--- config.mk ---
export PLATFORM = sky130hd
export DESIGN_NAME = decode_cycle
export DESIGN_NICKNAME = d
export VERILOG_FILES = /design/src/rtl/riscv_pkg.sv /design/src/rtl/reg_file.sv /design/src/rtl/decode_cycle.sv
export SDC_FILE = /design/constraint.sdc
export NUM_CORES = 2
export LEC_CHECK = 0
export ABC_AREA = 1
export BUFFER_PORTS_ARGS = -buffer_cell sky130_fd_sc_hd__buf_2
export CAP_MARGIN = 20
export CORE_ASPECT_RATIO = 2
export CORE_MARGIN = 1
export CORE_UTILIZATION = 40
export DETAILED_ROUTE_END_ITERATION = 10
export HOLD_SLACK_MARGIN = 0.06
export PLACE_DENSITY_LB_ADDON = 0.08
export SYNTH_ARGS = -nofsm -noshare
export SYNTH_HDL_FRONTEND = slang
export SYNTH_SLANG_ARGS = --single-unit
--- constraint.sdc ---
create_clock -name clk -period 3.5 [get_ports clk]
set_input_delay 0.35 -clock clk [delete_from_list [all_inputs] [get_ports clk]]
set_output_delay 0.35 -clock clk [all_outputs]
set_load 0.005 [all_outputs]
--- src/rtl/riscv_pkg.sv ---
// ============================================================================
// Module      : riscv_pkg
// Description : Shared RV32I opcodes, control codes and ID/EX register layout.
// Revision    : 1.0 - initial release
// ============================================================================
`default_nettype none

package riscv_pkg;

    localparam logic [6:0] OP_LW  = 7'b0000011;
    localparam logic [6:0] OP_SW  = 7'b0100011;
    localparam logic [6:0] OP_R   = 7'b0110011;
    localparam logic [6:0] OP_I   = 7'b0010011;
    localparam logic [6:0] OP_BEQ = 7'b1100011;

    localparam logic [2:0] ALU_ADD = 3'b000;
    localparam logic [2:0] ALU_SUB = 3'b001;
    localparam logic [2:0] ALU_AND = 3'b010;
    localparam logic [2:0] ALU_OR  = 3'b011;
    localparam logic [2:0] ALU_SLT = 3'b101;

    localparam logic [1:0] IMM_I = 2'b00;
    localparam logic [1:0] IMM_S = 2'b01;
    localparam logic [1:0] IMM_B = 2'b10;

    localparam logic [1:0] ALUOP_ADD  = 2'b00;
    localparam logic [1:0] ALUOP_SUB  = 2'b01;
    localparam logic [1:0] ALUOP_FUNC = 2'b10;

    typedef struct packed {
        logic        reg_write;
        logic        alu_src;
        logic        mem_write;
        logic        result_src;
        logic        branch;
        logic [2:0]  alu_ctrl;
        logic [31:0] rd1;
        logic [31:0] rd2;
        logic [31:0] imm;
        logic [4:0]  rd;
        logic [4:0]  rs1;
        logic [4:0]  rs2;
        logic [31:0] pc;
        logic [31:0] pc_plus4;
    } idex_t;

endpackage

`default_nettype wire

--- src/rtl/reg_file.sv ---
// ============================================================================
// Module      : reg_file
// Description : 2R/1W register file, x0 hardwired to zero, write-through bypass.
// Revision    : 1.0 - initial release
// ============================================================================
`default_nettype none

module reg_file #(
    parameter int DATA_W   = 32,
    parameter int NUM_REGS = 32,
    parameter int ADDR_W   = $clog2(NUM_REGS)
) (
    input  logic              clk,
    input  logic              rst,
    input  logic [ADDR_W-1:0] i_rs1,
    input  logic [ADDR_W-1:0] i_rs2,
    input  logic              i_we,
    input  logic [ADDR_W-1:0] i_rd,
    input  logic [DATA_W-1:0] i_wd,
    output logic [DATA_W-1:0] o_rd1,
    output logic [DATA_W-1:0] o_rd2
);

    logic [DATA_W-1:0] r_regs [NUM_REGS];
    logic              w_wr_en;

    assign w_wr_en = i_we && (i_rd != '0);

    always_ff @(posedge clk) begin
        if (rst) begin
            for (int i = 0; i < NUM_REGS; i++) begin
                r_regs[i] <= '0;
            end
        end else if (w_wr_en) begin
            r_regs[i_rd] <= i_wd;
        end
    end

    // Bypass lets WB->ID in the same cycle resolve without a stall.
    always_comb begin
        o_rd1 = '0;
        o_rd2 = '0;
        if (i_rs1 != '0) begin
            o_rd1 = (w_wr_en && (i_rd == i_rs1)) ? i_wd : r_regs[i_rs1];
        end
        if (i_rs2 != '0) begin
            o_rd2 = (w_wr_en && (i_rd == i_rs2)) ? i_wd : r_regs[i_rs2];
        end
    end

endmodule

`default_nettype wire

--- src/rtl/decode_cycle.sv ---
// ============================================================================
// Module      : decode_cycle
// Description : RV32I ID stage: decode, register read, immediate, ID/EX reg.
// Revision    : 1.0 - initial release
// ============================================================================
`default_nettype none

module decode_cycle
    import riscv_pkg::*;
#(
    parameter int DATA_W   = 32,
    parameter int NUM_REGS = 32
) (
    input  logic              clk,
    input  logic              rst,
    input  logic [31:0]       InstrD,
    input  logic [DATA_W-1:0] PCD,
    input  logic [DATA_W-1:0] PCPlus4D,
    input  logic              RegWriteW,
    input  logic [4:0]        RDW,
    input  logic [DATA_W-1:0] ResultW,
    input  logic              FlushE,
    output logic              RegWriteE,
    output logic              ALU_SrcE,
    output logic              MemWriteE,
    output logic              ResultSrcE,
    output logic              BranchE,
    output logic [2:0]        ALUControlE,
    output logic [DATA_W-1:0] RD1_E,
    output logic [DATA_W-1:0] RD2_E,
    output logic [DATA_W-1:0] Imm_Ext_E,
    output logic [4:0]        RD_E,
    output logic [4:0]        RS1_E,
    output logic [4:0]        RS2_E,
    output logic [DATA_W-1:0] PCE,
    output logic [DATA_W-1:0] PCPlus4E
);

    logic [6:0]        w_op;
    logic [2:0]        w_funct3;
    logic              w_funct7b5;
    logic [1:0]        w_imm_src;
    logic [1:0]        w_alu_op;
    logic [DATA_W-1:0] w_rd1;
    logic [DATA_W-1:0] w_rd2;
    idex_t             w_idex_d;
    idex_t             r_idex;

    assign w_op       = InstrD[6:0];
    assign w_funct3   = InstrD[14:12];
    assign w_funct7b5 = InstrD[30];

    reg_file #(
        .DATA_W   (DATA_W),
        .NUM_REGS (NUM_REGS)
    ) u_reg_file (
        .clk   (clk),
        .rst   (rst),
        .i_rs1 (InstrD[19:15]),
        .i_rs2 (InstrD[24:20]),
        .i_we  (RegWriteW),
        .i_rd  (RDW),
        .i_wd  (ResultW),
        .o_rd1 (w_rd1),
        .o_rd2 (w_rd2)
    );

    always_comb begin
        w_idex_d  = '0;
        w_imm_src = IMM_I;
        w_alu_op  = ALUOP_ADD;

        case (w_op)
            OP_LW: begin
                w_idex_d.reg_write  = 1'b1;
                w_idex_d.alu_src    = 1'b1;
                w_idex_d.result_src = 1'b1;
            end
            OP_SW: begin
                w_imm_src          = IMM_S;
                w_idex_d.alu_src   = 1'b1;
                w_idex_d.mem_write = 1'b1;
            end
            OP_R: begin
                w_idex_d.reg_write = 1'b1;
                w_alu_op           = ALUOP_FUNC;
            end
            OP_I: begin
                w_idex_d.reg_write = 1'b1;
                w_idex_d.alu_src   = 1'b1;
                w_alu_op           = ALUOP_FUNC;
            end
            OP_BEQ: begin
                w_imm_src       = IMM_B;
                w_idex_d.branch = 1'b1;
                w_alu_op        = ALUOP_SUB;
            end
            default: ;
        endcase

        case (w_alu_op)
            ALUOP_SUB:  w_idex_d.alu_ctrl = ALU_SUB;
            ALUOP_FUNC: begin
                case (w_funct3)
                    // Only R-type carries funct7; addi with bit30 set stays add.
                    3'b000:  w_idex_d.alu_ctrl = ({w_op[5], w_funct7b5} == 2'b11) ? ALU_SUB : ALU_ADD;
                    3'b010:  w_idex_d.alu_ctrl = ALU_SLT;
                    3'b110:  w_idex_d.alu_ctrl = ALU_OR;
                    3'b111:  w_idex_d.alu_ctrl = ALU_AND;
                    default: w_idex_d.alu_ctrl = ALU_ADD;
                endcase
            end
            default:    w_idex_d.alu_ctrl = ALU_ADD;
        endcase

        case (w_imm_src)
            IMM_I:   w_idex_d.imm = {{20{InstrD[31]}}, InstrD[31:20]};
            IMM_S:   w_idex_d.imm = {{20{InstrD[31]}}, InstrD[31:25], InstrD[11:7]};
            IMM_B:   w_idex_d.imm = {{20{InstrD[31]}}, InstrD[7], InstrD[30:25], InstrD[11:8], 1'b0};
            default: w_idex_d.imm = '0;
        endcase

        w_idex_d.rd1      = w_rd1;
        w_idex_d.rd2      = w_rd2;
        w_idex_d.rd       = InstrD[11:7];
        w_idex_d.rs1      = InstrD[19:15];
        w_idex_d.rs2      = InstrD[24:20];
        w_idex_d.pc       = PCD;
        w_idex_d.pc_plus4 = PCPlus4D;
    end

    always_ff @(posedge clk) begin
        if (rst || FlushE) begin
            r_idex <= '0;
        end else begin
            r_idex <= w_idex_d;
        end
    end

    assign RegWriteE   = r_idex.reg_write;
    assign ALU_SrcE    = r_idex.alu_src;
    assign MemWriteE   = r_idex.mem_write;
    assign ResultSrcE  = r_idex.result_src;
    assign BranchE     = r_idex.branch;
    assign ALUControlE = r_idex.alu_ctrl;
    assign RD1_E       = r_idex.rd1;
    assign RD2_E       = r_idex.rd2;
    assign Imm_Ext_E   = r_idex.imm;
    assign RD_E        = r_idex.rd;
    assign RS1_E       = r_idex.rs1;
    assign RS2_E       = r_idex.rs2;
    assign PCE         = r_idex.pc;
    assign PCPlus4E    = r_idex.pc_plus4;

endmodule

`default_nettype wire

==> key figures <==
Floorplanning
  • Core area: 0.1588 mm2
  • Die Area: 0.1613 mm2
  • Initial core utilization: 0.4022
  • Die Y: 567.1 um
  • I/O pins: 320
  • Die X: 284.5 um
  • # rows: 207

Clock tree
  • CTS buffer count: ~110
  • Clock slew at reported path FFs: approximately 0.070 ns
  • Clk root buf: clkbuf_16
  • CTS Buffer Depth: 3
  • H-tree depth: 3
  • Worst skew pair latency: 0.75 ns
  • TritonCTS clock tree: done
  • Post-CTS setup buffer count: 0
  • Clock Sink Count: 1188

Route
  • Drt total wl: approximately 270 mm
  • Routed len/inst: between 20 and 25 um
  • DRC: 4
  • Antenna Nets Post-Route: 0
  • Total vias in the final route: 59382
  • Vias/cell: 5.451
  • Drt first-iter violations: 5927
  • Router iterations before antenna repair: 9

Critical path
  • Worst setup EP type: register
  • CP max FO: 35
  • Worst EP required: between 4 and 5 ns
  • Critical path startpoint category: primary input
  • Worst endpoint data arrival time: 3.46 ns
  • Kind of critical path: primary input to register
  • Flop2flop setup slack: 1.92 ns

GRT
  • Largest net degree at the start of global routing: 159
  • Global-route wire length before repair: about 380 mm
  • Initial antenna violation count: 7
  • Vias in the first global route: around 57000
  • Tot GR Track Use: 0.3227
  • Overflow after GRT: 0

Synthesis
  • Syn Std Cell Area: 0.06386 mm2
  • Commonest cells in the synthesized netlist: nand2_1 (2765), nor2_1 (1856), nand3_1 (1226)
  • Largest cells by area after synthesis: edfxtp_1 (48%), nand2_1 (16%), nor2_1 (11%)
  • Ys async rst share: 0
  • Seq/Total Area, Yosys: 0.5329
  • Synth warn: 0
  • Cells after Synth: 8580
  • Area share of the largest cell type after synthesis: 0.4815
  • Mean area per synthesized cell: 7.443 um2
  • Top FF cell, synth: edfxtp_1
  • Post-synth top area cell: edfxtp_1
  • Seq cells post-synth: 1188
  • EDFF count, synth: approximately 1000
  • Top-count cell post-synth: nand2_1
  • Number of library cell types mapped by synthesis: 25

Cells and area
  • Non-filler cells, final: 10893
  • Share of layout cells above drive strength 1: 0.09216
  • P&R area growth vs syn: 14.11%
  • Nets@finish: around 8800
  • Cell area after layout: 0.07287 mm2

Timing
  • RSZ-0062 raised after global routing: no
  • # setup viols final: 0
  • Tcrit/Tclk final: 0.7934
  • Total Neg Setup Slack: 0 ns
  • Final hold violations: 0
  • Worst hold margin: approximately 0.12 ns
  • Worst-margin pin slew: 1.250 ns
  • Min Tclk post-route: 2.777 ns
  • Fmax: roughly 360 MHz
  • Max-slew violations: 0
  • Worst Skew: ~0.027 ns
  • Slew headroom: 0.1667

Pwr
  • NetSw: 9.644 mW
  • Pint: 24.46 mW
  • Pleak: 33.52 nW
  • Overall power: 34.10 mW
  • Clock power share: 0.381
  • Power per cell area: 468.0 mW/mm2
  • Sequential power share: 0.481
  • Peak supply drop: 0.3973 mV
  • Switching Share: 0.2828
  • Comb pwr share: 0.139

Min path
  • Hold crit path type: primary input to register

Placed design
  • Routability-driven placement congestion ratio: 0.8786
  • Placement Cell Area: 0.06811 mm2
  • DP HPWL: 153.5 mm
  • Post-Place Cells: approximately 11000
  • IO buf count: 319

Run
  • Max-cap viol count: 0

Status
  • Status: complete, but fails checks
  • Failing checks: design-rule violations
## cell type report
type / count / area, um2
multi-input cells: 5985 / 24400
inverters: 780 / 2958
well taps: 2090 / 2615
fillers: 15632 / 85900
clock inverters: 57 / 481.7
flip-flops and latches: 1188 / 34030
repair buffers: 634 / 5037
clock buffers: 156 / 3334
diodes: 3 / 7.507
## cell usage in the layout, fill, tap and decap left out, types with 5 or more instances in the layout
cell type	synthesis	layout
nor2_1	1856	1852
nand2_1	2765	2701
buf_16	0	5
o21ai_0	6	6
inv_2	3	5
buf_2	221	311
conb_1	1	32
clkbuf_16	0	122
clkbuf_8	0	15
inv_1	776	766
dlygate4sd3_1	0	90
bufinv_16	0	5
inv_4	0	10
buf_4	19	166
buf_12	0	56
a21oi_1	70	70
clkinv_2	0	21
edfxtp_1	1024	1024
nand3_1	1226	1226
clkbuf_1	362	18
nor3_1	12	12
nand2_2	0	64
inv_6	0	6
dfxtp_1	164	164
clkinv_1	1	13
## metal layers
layer,vias to the layer above,part of all wire,global-route usage
li1,27044,-,-
met1,28274,0.37,0.3748
met2,3199,0.49,0.5596
met3,859,0.078,0.04626
met4,6,0.065,0.1955
met5,-,0.00014,0
## what timing repair did
item / in CTS / in global routing
hold endpoints to repair: 91 / 0
hold buffers: 90 / 0
gates resized for setup: 0 / 0
## power groups by stage
stage,registers [mW],logic [mW],clock network [mW]
global route,16.5,5.10,13.6
global placement,16.7,4.54,0
CTS,16.4,4.67,13.2
detailed placement,16.7,4.58,0
floorplan,16.6,2.66,0
finish,16.4,4.74,13.0
## critical path, stage by stage
cell and delay (ns):
buf_2 0.16, buf_4 0.34, nor2_1 0.84, inv_2 0.56
nor2_1 0.38, nor2_1 0.09, a21oi_1 0.11, dlygate4sd3_1 0.56
## worst paths after layout
check                                  from       endpoint  cells after the start
hold / removal                       FlushE   Imm_Ext_E[3]                      4
setup reg to reg  u_reg_file.r_regs[29][11]      RD1_E[11]                      8
hold reg to reg   u_reg_file.r_regs[12][31]      RD2_E[31]                      8
setup / recovery                        rst  Imm_Ext_E[11]                      8
## kinds of logic (layout without fill, tap and decap cells)
family	after synthesis	after routing	share of synthesized area
compound gates	79	79	0.006368
xor+xnor	6	6	0.0008229
fa+ha+maj	2	2	0.0003918
buf+inv	1438	1627	0.08997
flops	1188	1188	0.5329
other cells	1	35	0.00005872
simple gates	5866	5866	0.3695
## state kept, by name, summed over array words and instances (netlist names)
signal             count
RegWriteE              1
ALUControlE            3
RS2_E                  5
RD2_E                 32
PCPlus4E              32
RD1_E                 32
MemWriteE              1
ALU_SrcE               1
Imm_Ext_E             13
PCE                   32
BranchE                1
RS1_E                  5
u_reg_file.r_regs   1024
RD_E                   5
ResultSrcE             1
## per-stage QoR
stage / util / setup WS, ns
floorplan: - / 0.9777
global placement: 0.4283 / 0.2692
detailed placement: 0.4290 / 0.2349
CTS: 0.4587 / 0.6404
global route: 0.4589 / 0.5913
finish: 0.4590 / 0.7231
Note: power is estimated with default switching activity, not from simulation.
